===== config.mk =====
export PLATFORM = sky130hd
export DESIGN_NAME = dm_flat
export DESIGN_NICKNAME = d
export VERILOG_FILES = /design/src/rtl/dm_pkg.sv /design/src/rtl/dm_if.sv /design/src/rtl/dm.sv /design/src/flat_wrapper.sv
export SDC_FILE = /design/constraint.sdc
export NUM_CORES = 1
export LEC_CHECK = 0
export BUFFER_PORTS_ARGS = -buffer_cell sky130_fd_sc_hd__buf_4
export CELL_PAD_IN_SITES_DETAIL_PLACEMENT = 2
export CELL_PAD_IN_SITES_GLOBAL_PLACEMENT = 2
export CORE_MARGIN = 2
export CORE_UTILIZATION = 21
export CTS_BUF_LIST = sky130_fd_sc_hd__clkbuf_4 sky130_fd_sc_hd__clkbuf_8
export CTS_CLUSTER_DIAMETER = 50
export DETAILED_ROUTE_END_ITERATION = 10
export PLACE_DENSITY_LB_ADDON = 0.1
export SLEW_MARGIN = 30
export SYNTH_ARGS = -nofsm -noshare
export SYNTH_HDL_FRONTEND = slang
export SYNTH_SLANG_ARGS = --single-unit

===== constraint.sdc =====
create_clock -name clk -period 3.4 [get_ports clk]
set_clock_uncertainty 0.15 [all_clocks]
set_input_delay 1.02 -clock clk [delete_from_list [all_inputs] [get_ports clk]]
set_output_delay 1.02 -clock clk [all_outputs]
set_load 0.01 [all_outputs]

===== src/rtl/dm_pkg.sv =====
// dm_pkg: DMI register map, operation encoding and dmcontrol/dmstatus layouts.
package dm_pkg;
  localparam logic [6:0] ADDR_DATA0     = 7'h04;
  localparam logic [6:0] ADDR_DATA1     = 7'h05;
  localparam logic [6:0] ADDR_DMCONTROL = 7'h10;
  localparam logic [6:0] ADDR_DMSTATUS  = 7'h11;
  localparam logic [6:0] ADDR_HARTINFO  = 7'h12;
  typedef enum logic [1:0] {
    OP_NOP   = 2'd0,
    OP_READ  = 2'd1,
    OP_WRITE = 2'd2,
    OP_RSVD  = 2'd3
  } dmi_op_t;
  typedef struct packed {
    logic        haltreq;
    logic        resumereq;
    logic [25:0] rsvd;
    logic        setresethaltreq;
    logic        clrresethaltreq;
    logic        ndmreset;
    logic        dmactive;
  } dmcontrol_t;
  typedef struct packed {
    logic [13:0] rsvd_hi;
    logic        allresumeack;
    logic        anyresumeack;
    logic [3:0]  rsvd_mid;
    logic        allrunning;
    logic        anyrunning;
    logic        allhalted;
    logic        anyhalted;
    logic        authenticated;
    logic [2:0]  rsvd_lo;
    logic [3:0]  version;
  } dmstatus_t;
endpackage


===== src/rtl/dm_if.sv =====
// dm_if: DMI request/response bundle between the debug transport (master) and the DM (slave).
interface dm_if;
  import dm_pkg::*;
  logic        dmi_start;
  dmi_op_t     dmi_op;
  logic [6:0]  dmi_address;
  logic [31:0] dmi_data_o;
  logic [31:0] dmi_data_i;
  logic        dmi_finish;
  modport master (output dmi_start, dmi_op, dmi_address, dmi_data_o, input dmi_data_i, dmi_finish);
  modport slave (input dmi_start, dmi_op, dmi_address, dmi_data_o, output dmi_data_i, dmi_finish);
endinterface


===== src/rtl/dm.sv =====
// dm: minimal debug module with four-phase DMI handshake and halt/resume/reset control.
// Define DM_DATA_REGS_EN to map data0/data1 scratch registers at 0x04/0x05.
module dm
  import dm_pkg::*;
(
  input  logic clk,
  input  logic rst_n,
  dm_if.slave  dmi,
  input  logic halted,
  input  logic running,
  output logic haltreq,
  output logic resumereq,
  output logic resethaltreq,
  output logic ndmreset
);
  typedef enum logic {S_IDLE, S_DONE} state_t;
  state_t      state, state_nx;
  logic        start_q, armed, dmactive, resumeack, accept, is_read, is_write;
  logic [31:0] rdata, rdata_q;
  dmcontrol_t  wctl, rctl;
  dmstatus_t   st;
  logic        unused_rsvd;
`ifdef DM_DATA_REGS_EN
  logic [31:0] data0, data1;
`endif
  assign wctl = dmi.dmi_data_o;
  assign unused_rsvd = ^wctl.rsvd;
  assign is_read = dmi.dmi_op == OP_READ;
  assign is_write = dmi.dmi_op == OP_WRITE;
  assign dmi.dmi_finish = state == S_DONE;
  assign dmi.dmi_data_i = rdata_q;
  // armed blocks a request whose dmi_start was already high when reset released
  always_comb begin
    accept = state == S_IDLE && dmi.dmi_start && !start_q && armed;
    state_nx = accept ? S_DONE : (state == S_DONE && !dmi.dmi_start) ? S_IDLE : state;
  end
  always_comb begin
    rctl = '0;
    rctl.haltreq = haltreq;
    rctl.ndmreset = ndmreset;
    rctl.dmactive = dmactive;
    st = '0;
    st.allresumeack = resumeack;
    st.anyresumeack = resumeack;
    st.allrunning = running;
    st.anyrunning = running;
    st.allhalted = halted;
    st.anyhalted = halted;
    st.authenticated = 1'b1;
    st.version = 4'd2;
    rdata = '0;
    if (is_read)
      case (dmi.dmi_address)
        ADDR_DMCONTROL: rdata = rctl;
        ADDR_DMSTATUS:  rdata = st;
`ifdef DM_DATA_REGS_EN
        ADDR_DATA0:     rdata = data0;
        ADDR_DATA1:     rdata = data1;
        ADDR_HARTINFO:  rdata = '0;
`else
        ADDR_DATA0, ADDR_DATA1, ADDR_HARTINFO: rdata = '0;
`endif
        default:        rdata = '0;
      endcase
  end
  always_ff @(posedge clk or negedge rst_n)
    if (!rst_n) begin
      state <= S_IDLE;
      start_q <= 1'b0;
      armed <= 1'b0;
      rdata_q <= '0;
      haltreq <= 1'b0;
      resumereq <= 1'b0;
      resethaltreq <= 1'b0;
      ndmreset <= 1'b0;
      dmactive <= 1'b0;
      resumeack <= 1'b0;
    end else begin
      state <= state_nx;
      start_q <= dmi.dmi_start;
      armed <= armed | !dmi.dmi_start;
      rdata_q <= accept ? rdata : (state_nx == S_IDLE) ? '0 : rdata_q;
      if (resumereq && running && !halted) begin
        resumereq <= 1'b0;
        resumeack <= 1'b1;
      end
      if (accept && is_write && dmi.dmi_address == ADDR_DMCONTROL) begin
        haltreq <= wctl.haltreq;
        ndmreset <= wctl.ndmreset;
        dmactive <= wctl.dmactive;
        if (wctl.resumereq && !wctl.haltreq) begin
          resumereq <= 1'b1;
          resumeack <= 1'b0;
        end
        if (wctl.setresethaltreq != wctl.clrresethaltreq) resethaltreq <= wctl.setresethaltreq;
      end
    end
`ifdef DM_DATA_REGS_EN
  always_ff @(posedge clk or negedge rst_n)
    if (!rst_n) begin
      data0 <= '0;
      data1 <= '0;
    end else if (accept && is_write) begin
      if (dmi.dmi_address == ADDR_DATA0) data0 <= dmi.dmi_data_o;
      if (dmi.dmi_address == ADDR_DATA1) data1 <= dmi.dmi_data_o;
    end
`endif
endmodule


===== src/flat_wrapper.sv =====
// flat-port wrapper written by rule: the top's interface ports become plain ports
module dm_flat import dm_pkg::*;
  (clk, rst_n, halted, running, haltreq, resumereq, resethaltreq, ndmreset, dmi_dmi_start, dmi_dmi_op, dmi_dmi_address, dmi_dmi_data_o, dmi_dmi_data_i, dmi_dmi_finish);
  dm_if dmi_i ();
  input  logic clk;
  input  logic rst_n;
  input  logic halted;
  input  logic running;
  output logic haltreq;
  output logic resumereq;
  output logic resethaltreq;
  output logic ndmreset;
  input wire logic [$bits(dmi_i.dmi_start)-1:0] dmi_dmi_start;
  input wire logic [$bits(dmi_i.dmi_op)-1:0] dmi_dmi_op;
  input wire logic [$bits(dmi_i.dmi_address)-1:0] dmi_dmi_address;
  input wire logic [$bits(dmi_i.dmi_data_o)-1:0] dmi_dmi_data_o;
  output wire logic [$bits(dmi_i.dmi_data_i)-1:0] dmi_dmi_data_i;
  output wire logic [$bits(dmi_i.dmi_finish)-1:0] dmi_dmi_finish;
  assign dmi_i.dmi_start = dmi_dmi_start;
  assign dmi_i.dmi_op = dmi_dmi_op;
  assign dmi_i.dmi_address = dmi_dmi_address;
  assign dmi_i.dmi_data_o = dmi_dmi_data_o;
  assign dmi_dmi_data_i = dmi_i.dmi_data_i;
  assign dmi_dmi_finish = dmi_i.dmi_finish;
  dm u_core (.clk(clk), .rst_n(rst_n), .dmi(dmi_i), .halted(halted), .running(running), .haltreq(haltreq), .resumereq(resumereq), .resethaltreq(resethaltreq), .ndmreset(ndmreset));
endmodule

# After elaboration in Yosys (flattened, before gate mapping)
# Index checks and enable logic that the tools add are counted.
totals:
  output_inout_bits: 37
  inputBits: 46
  wordCells: 44
  ff_bits: 41
classes:
  bitwise: 2
  mux: 12
  n_eq_ne: 6
  n_reduce_logical: 14
ops:
  columns: ["cell", "n"]
  rows:
  - ["32-bit two-way mux", 3]
  - ["32-bit case mux with 2 select lines", 1]
  - ["7-bit by 5-bit equality test with 1-bit output, second input constant", 2]
  - ["1-bit logical AND", 9]
  - ["1-bit two-way mux", 8]
  - ["1-bit logical NOT", 4]
  - ["2-bit by 1-bit equality test with 1-bit output, second input constant", 1]
  - ["2-bit equality test, second input constant", 1]
  - ["2-bit by 1-bit != test with 1-bit output, second input constant", 1]
  - ["2-bit AND reduction", 1]
  - ["1-bit != test", 1]
  - ["1-bit inverter", 1]
  - ["1-bit OR", 1]

# Depth between registers and ports, before layout
# Gate-level depths: netlist (run 1).
depth:
  ltp_word: 7
  ltp_mapped: 4
  ltp_nobuf: 3

# Worst setup path before layout (run 1)
# No wires, ideal clock.
synth_timing:
  kind: "in2reg"
  from: "in dmi_dmi_address[6]"
  to: "reg u_core.rdata_q[11] (netlist: u_core.dmi.dmi_data_i[11])"
  slack_ns: 0.781
  setup_ns: 0.092
  required_time_ns: 3.158
  path_buffers: 1
  cell_stages: 4
  t_arrival_ns: 2.377
  path_cell_list: "or4_4 -> or4_4 -> buf_6 -> o31ai_2"
synth_via:
  elab_chain_cells: 4
  word_cells_on_any_way: 5
  cone_classes: "2 x eq/ne; 3 x mux"
synth_lines:
  columns: ["element", "line", "text"]
  rows:
  - ["from (decl)", "flat_wrapper.sv:15", "input wire logic [$bits(dmi_i.dmi_address)-1:0] dmi_dmi_address;"]
  - ["7-bit by 5-bit equality test with 1-bit output", "dm.sv:53", "case (dmi.dmi_address)"]
  - ["32-bit case mux with 2 select lines (*)", "dm.sv:53", null]
  - ["32-bit two-way mux (*)", "dm.sv:52", "if (is_read)"]
  - ["32-bit two-way mux (*)", "dm.sv:82", "rdata_q <= accept ? rdata : (state_nx == S_IDLE) ? '0 : rdata_q;"]
  - ["to (signal assigned)", "dm.sv:82", null]
  - ["to (decl)", "dm.sv:19", "logic [31:0] rdata, rdata_q;"]
# Every way passes the cells marked *; elsewhere a longest branch is shown, timed or not.
# A chain may end at the register's enable or synchronous reset.

# Final worst setup path (run 1)
layout_timing:
  from: "in dmi_dmi_address[6]"
  to: "reg u_core.dmactive"
layout_via:
  elab_chain_cells: 2
layout_lines:
  columns: ["element", "line", "text"]
  rows:
  - ["7-bit by 5-bit equality test with 1-bit output", "dm.sv:87", "if (accept && is_write && dmi.dmi_address == ADDR_DMCONTROL) begin"]
  - ["1-bit logical AND", "dm.sv:87", null]
  - ["to (signal assigned)", "dm.sv:90", "dmactive <= wctl.dmactive;"]
  - ["to (decl)", "dm.sv:18", "logic start_q, armed, dmactive, resumeack, accept, is_read, is_write;"]
# Every way passes these cells.

==> results of run 1 <==
[synthesized netlist by cell type]
| cell type | instances |
|---|---|
| a21bo_2 | 1 |
| a21oi_1 | 1 |
| a31oi_1 | 1 |
| and2_1 | 1 |
| buf_4 | 25 |
| buf_6 | 1 |
| clkbuf_1 | 1 |
| conb_1 | 1 |
| dfrtp_1 | 16 |
| inv_1 | 5 |
| mux2_2 | 3 |
| nand2_1 | 10 |
| nand2b_1 | 3 |
| nand4bb_1 | 1 |
| nor2_1 | 1 |
| nor2b_1 | 1 |
| nor3_1 | 1 |
| nor3b_1 | 1 |
| nor4_2 | 1 |
| o21a_1 | 1 |
| o21ai_0 | 2 |
| o21ai_1 | 5 |
| o311ai_1 | 1 |
| o31ai_2 | 2 |
| o41ai_1 | 1 |
| or3b_2 | 1 |
| or4_1 | 1 |
| or4_4 | 2 |
[power by group]
group / switching, uW / internal [uW]
Clock: 66.2 / 103
Sequential: 1.36 / 192
Combinational: 29.5 / 19.8
[per-layer routing]
layer	share of wire	global-route usage
met1	0.43	0.1104
met2	0.49	0.1534
met3	0.074	0.02165
met4	0.0046	0.04487
met5	0	0
[critical path, cell delays in order]
cell	delay, ps
buf_4	110
or4_4	570
nor4_2	480
mux2_2	390
[how the worst max path moves through the flow]
stage                       start                                    end  cells past startpoint
6_report       dmi_dmi_address[6]            u_core.dmactive$_DFFE_PN0P_                      4
5_1_grt        dmi_dmi_address[6]            u_core.dmactive$_DFFE_PN0P_                      4
4_1_cts        dmi_dmi_address[6]            u_core.dmactive$_DFFE_PN0P_                      4
3_5_place_dp   dmi_dmi_address[6]            u_core.dmactive$_DFFE_PN0P_                      4
3_3_place_gp   dmi_dmi_address[6]            u_core.dmactive$_DFFE_PN0P_                      4
2_1_floorplan  dmi_dmi_address[6]  u_core.dmi.dmi_data_i[11]$_DFFE_PN0P_                      4
[final cells by class]
| class | instances | area [um^2] | area share |
|---|---|---|---|
| well taps | 50 | 62.56 | 0.05382 |
| repair buffers | 34 | 255.2 | 0.2196 |
| flip-flops and latches | 16 | 400.4 | 0.3445 |
| multi-input cells | 64 | 370.4 | 0.3186 |
| clock buffers | 4 | 55.05 | 0.04736 |
| inverters | 5 | 18.77 | 0.01615 |
[metrics by stage]
step,hold slack (ps),worst slack [ps],instance area (um^2),cells
floorplan,298.9,781.0,992.2,112
global placement,318.2,532.9,1107,169
detailed placement,336.3,525.7,1107,169
CTS,355.8,791.1,1162,173
global route,382.0,737.3,1162,173
finish,341.9,820.7,1162,173
[cells by family (layout without fill, tap and decap cells)]
logic type	Yosys count	in the layout	share of synthesized area
multiplexers	3	3	0.03698
AND/OR/NAND/NOR	24	24	0.1617
flip-flops	16	16	0.4384
other	1	22	0.004106
AO/OA/AOI/OAI	15	15	0.1164
buffers and inverters	32	43	0.2425
==> Implementation_results.wiki, run 1 <==
{| class="wikitable"
! Metric !! Value
|-
| Number of antenna-violating nets in the routed design || 0
|-
| GRT Residual Overflow || 0
|-
| Number of gates resized after cts || 0
|-
| Via count || between 600 and 700
|-
| Deepest level of the CTS H-tree || 1
|-
| 1st-iter DRT viols || 8
|-
| Number of antenna diodes || 0
|-
| Area Growth Syn to Fin || 27.26%
|-
| Peak ir drop on the vdd network || approximately 130 uV
|-
| Count of hold-fix buffers inserted at cts || 0
|-
| Total global routing track utilization || 0.09195
|-
| Area share of the largest cell type after synthesis || 0.4384
|-
| Number of rows in the core area || 23
|-
| Number of fillers in the final layout || between 400 and 500
|-
| Origin of the worst min-delay path || u_core.dmi.dmi_data_i[0]$_DFFE_PN0P_
|-
| Minimum setup slack among reg-to-reg paths || 1510 ps
|-
| Insertion delay of the later-clocked pin in the worst-skew pair || between 200 and 300 ps
|-
| Mapped Cells || 91
|-
| Total standard cell area after synthesis || 913.4 um^2
|-
| Capturing element type of the critical path || flip-flop
|-
| Final core utilization || 0.2844
|-
| Worst hold path depth || 2
|-
| Commonest non-fill, non-tap cell in the layout || buf_4
|-
| Required time at the worst-slack endpoint || ~3400 ps
|-
| Residual DRC || 0
|-
| Clock tree from TritonCTS || built
|-
| Post-detailed-route wirelength per cell || 12.53 um
|-
| Vias in the first global route || between 700 and 800
|-
| Initial Utilization || 0.2235
|-
| Total I/O pin count || 83
|-
| Power per standard cell area || 354.2 mW/mm^2
|-
| Floorplan die height || 69.95 um
|-
| Unrepaired setup endpoints after global routing || false
|-
| Total clock buffers created by CTS || 3
|-
| Max FO, Critical Path || 5
|-
| Clock buffer depth || 2
|-
| Highest-count cells in the layout ignoring fill and taps || buf_4 (34), conb_1 (22), dfrtp_1 (16), nand2_1 (10)
|-
| Core footprint || 0.004086 mm^2
|-
| Number of unique standard cell types used by synthesis || 28
|-
| Total count of hold-check failures in the final report || 0
|-
| Outcome || complete, no violations
|-
| Die area || about 0.005 mm^2
|-
| Quantity of I/O buffers inserted on ports || 34
|-
| Number of vias per cell || a little under 4
|-
| Detailed Place HPWL || about 1700 um
|-
| Library cell with the largest summed area after synthesis || dfrtp_1
|-
| DIE WIDTH || 69.95 um
|-
| Hold Path Sink || u_core.dmi.dmi_data_i[0]$_DFFE_PN0P_
|-
| Avg Cell Area, Syn || ~10 um^2
|-
| Router iterations before antenna repair || 2
|-
| Global-route wire length before repair || between 3000 and 4000 um
|-
| Post-synthesis sequential area ratio || 0.4384
|-
| Worst r2r dst || u_core.dmactive$_DFFE_PN0P_
|-
| Root buffer cell || clkbuf_8
|-
| Count of warnings emitted by yosys || 0
|-
| Peak Freq || roughly 390 MHz
|-
| Arrival time worst endpoint || between 2000 and 3000 ps
|-
| Maximum number of pins on one net before global-route repair || 17
|-
| Number of flip-flops in the largest register || 7
|-
| WL final || around 2200 um
|-
| Start-to-end type of the worst setup path || input pin to flip-flop
|-
| Post-layout net count || 170
|-
| Top area cells in the synthesized netlist || dfrtp_1 (44%), buf_4 (21%), nand2_1 (4.1%)
|-
| Static leakage || between 0.0005 and 0.0006 uW
|-
| Final max-slew violation count || 0
|-
| Startpoint types || input pin
|-
| Reg2Reg Depth || 3
|-
| Crit path time final || ~2600 ps
|-
| Post-synthesis sequential element count || 16
|-
| Crit share post-route || 0.7586
|-
| Clock transition at the registers of the reported paths || roughly 60 ps
|-
| Antenna violations before repair || 0
|-
| MaxCap Viol Count || 0
|-
| Power consumption || 411.7 uW
|-
| Layout cells sized above 1 || 0.3902
|-
| Min-delay worst type || flip-flop to flip-flop
|-
| Number of endpoints failing setup at the final stage || 0
|-
| Routability-driven placement congestion ratio || 0.6676
|-
| Reg2Reg Launch Point || u_core.dmi.dmi_finish$_DFF_PN0_
|-
| Final total negative setup slack || 0 ps
|-
| Number of setup buffers added after CTS || 0
|-
| Count of clock tree sinks || 16
|}
Note: power is estimated with default switching activity, not from simulation.
==> run 2: changes to the inputs <==
--- a/config.mk
+++ b/config.mk
@@ -9,7 +9,7 @@
 export CELL_PAD_IN_SITES_DETAIL_PLACEMENT = 2
 export CELL_PAD_IN_SITES_GLOBAL_PLACEMENT = 2
 export CORE_MARGIN = 2
-export CORE_UTILIZATION = 21
+export CORE_UTILIZATION = 17
 export CTS_BUF_LIST = sky130_fd_sc_hd__clkbuf_4 sky130_fd_sc_hd__clkbuf_8
 export CTS_CLUSTER_DIAMETER = 50
 export DETAILED_ROUTE_END_ITERATION = 10
==> constraint.sdc (replaced) <==
create_clock -name clk -period 2.3 [get_ports clk]
set_clock_uncertainty 0.15 [all_clocks]
set_input_delay 0.69 -clock clk [delete_from_list [all_inputs] [get_ports clk]]
set_output_delay 0.69 -clock clk [all_outputs]
set_load 0.01 [all_outputs]
==> run 2 against run 1 <==
Effect of this change: worst setup slack worse by 660 ps; critical endpoint is now u_core.dmi.dmi_data_i[11]$_DFFE_PN0P_; first-iteration DRC count rose to 5.3 times the previous value; sequential power up 48%.
==> Implementation_results.wiki, run 2 (synthesis results as in run 1) <==
{| class="wikitable"
! Metric !! Value
|-
| Outcome || complete, no violations
|-
| Global-route wire length before repair || ~3800 um
|-
| Startpoint types || input pin
|-
| Floorplan die height || roughly 77 um
|-
| Final max-slew violation count || 0
|-
| Cell Chain, Critical Path || buf_4 -> or4_4 -> or4_4 -> o31ai_2
|-
| Number of antenna diodes || 0
|-
| Initial Utilization || 0.1777
|-
| Core footprint || a little over 0.005 mm^2
|-
| Peak Freq || between 400 and 500 MHz
|-
| Combined buffer and inverter count along the critical path || 1
|-
| Number of fillers in the final layout || 631
|-
| Min-delay worst type || input pin to asynchronous set/reset pin
|-
| Slowest cell on the critical path || or4_4
|-
| Number of flip-flops in the largest register || 7
|-
| Post-layout net count || around 170
|-
| Via count || 691
|-
| Fraction of power consumed by sequential logic || 0.468
|-
| Routability-driven placement congestion ratio || 0.6479
|-
| Capturing element type of the critical path || flip-flop
|-
| Crit path max-delay family || simple AND/OR/NAND/NOR gates
|-
| Maximum number of pins on one net before global-route repair || 17
|-
| Number of setup buffers added after CTS || 0
|-
| Power per standard cell area || 505.7 mW/mm^2
|-
| Power consumption || 611.8 uW
|-
| Power spent charging and discharging nets || 144.9 uW
|-
| Insertion delay of the later-clocked pin in the worst-skew pair || 250 ps
|-
| Post-detailed-route wirelength per cell || around 12 um
|-
| Peak ir drop on the vdd network || about 170 uV
|-
| Count of clock tree sinks || 16
|-
| Die area || between 0.005 and 0.006 mm^2
|-
| Total global routing track utilization || 0.08222
|-
| Share of total power in combinational logic || 0.121
|-
| Total count of hold-check failures in the final report || 0
|-
| Unrepaired setup endpoints after global routing || false
|-
| Start-to-end type of the worst setup path || input pin to flip-flop
|-
| Hold Slack || between 100 and 150 ps
|-
| Total clock buffers created by CTS || 3
|-
| Area taken by multi-input logic gates || about 370 um^2
|-
| Final core utilization || 0.2354
|-
| Root buffer cell || clkbuf_8
|-
| Area Growth Syn to Fin || 32.47%
|-
| Vias in the first global route || 761
|-
| Antenna violations before repair || 0
|-
| Total I/O pin count || 83
|-
| Highest-count cells in the layout ignoring fill and taps || buf_4 (37), conb_1 (22), dfrtp_1 (16), nand2_1 (10)
|-
| Largest stage delay, worst path || ~600 ps
|-
| Quantity of I/O buffers inserted on ports || 34
|-
| MaxCap Viol Count || 0
|-
| Area occupied by registers || about 400 um^2
|-
| DIE WIDTH || between 70 and 80 um
|-
| Count of hold-fix buffers inserted at cts || 0
|-
| Number of cells in the design after placement || around 190
|-
| Number of antenna-violating nets in the routed design || 0
|-
| Most frequent cell on the critical path || or4_4
|-
| Clock buffer depth || 2
|-
| Number of endpoints failing setup at the final stage || 0
|-
| Detailed Place HPWL || about 1900 um
|-
| DP Worst Slack || -119.2 ps
|-
| WL final || 2324 um
|-
| Required time at the worst-slack endpoint || ~2300 ps
|-
| Clock transition at the registers of the reported paths || 60 ps
|-
| Router iterations before antenna repair || 3
|-
| Residual DRC || 0
|-
| Non-filler instance count after layout || around 200
|-
| Number of gates resized after cts || 0
|-
| Final critical-path setup slack || approximately 170 ps
|-
| Deepest level of the CTS H-tree || 1
|-
| P_int || 466.9 uW
|-
| Commonest non-fill, non-tap cell in the layout || buf_4
|-
| Fraction of power spent switching nets || 0.2369
|-
| Clock tree from TritonCTS || built
|-
| 1st-iter DRT viols || 42
|-
| Number of vias per cell || 3.526
|-
| GRT Residual Overflow || 0
|-
| Max FO, Critical Path || 7
|-
| Crit share post-route || 0.9282
|-
| Arrival time worst endpoint || ~2200 ps
|-
| Layout cells sized above 1 || 0.4048
|-
| Static leakage || 0.0005942 uW
|-
| Clock network power share || 0.410
|-
| Crit path time final || 2135 ps
|-
| Number of rows in the core area || 26
|-
| Minimum setup slack among reg-to-reg paths || approximately 530 ps
|}
==> run 2: worst register-to-register path: cells and delay by family (launching register included) <==
kind / cells / cell delay [ps]
compound gates: 1 / 190
simple gates: 2 / 930
flops: 1 / 410
==> run 2: routing by layer <==
layer	global-route usage	share of wire	up-vias
met4	0.03750	0.017	0
met2	0.1348	0.48	39
li1	-	-	327
met5	0	0	-
met3	0.03294	0.10	5
met1	0.09348	0.40	320
==> run 2: per-stage QoR <==
stage	setup TNS, ps	cell area [um^2]
CTS	0	1210
finish	0	1210
global route	0	1210
global placement	-675.5	1155
floorplan	0	992.2
detailed placement	-903.5	1155
==> run 2: power groups by stage <==
stage	clock [uW]	sequential [uW]	combinational, uW
finish	251	287	74.1
global route	277	287	82.7
floorplan	0	292	58.9
detailed placement	0	292	74.7
CTS	259	286	74.9
global placement	0	291	73.5
==> run 2: worst paths after layout <==
path	depth (start not counted)	end	from
max	4	u_core.dmi.dmi_data_i[11]$_DFFE_PN0P_	dmi_dmi_address[6]
min	1	u_core.dmi.dmi_data_i[7]$_DFFE_PN0P_	rst_n
max reg2reg	3	u_core.dmi.dmi_data_i[11]$_DFFE_PN0P_	u_core.dmi.dmi_finish$_DFF_PN0_
min reg2reg	2	u_core.dmi.dmi_data_i[7]$_DFFE_PN0P_	u_core.dmi.dmi_data_i[7]$_DFFE_PN0P_
max in group asynchronous	1	u_core.dmi.dmi_data_i[17]$_DFFE_PN0P_	rst_n
min in group clk	2	u_core.dmi.dmi_data_i[7]$_DFFE_PN0P_	u_core.dmi.dmi_data_i[7]$_DFFE_PN0P_
==> run 2: final cells by class <==
type                    count  area share
flip-flops and latches     16      0.3309
multi-input cells          64      0.3061
repair buffers             37      0.2296
well taps                  70     0.07239
clock buffers               4     0.04550
inverters                   5     0.01551
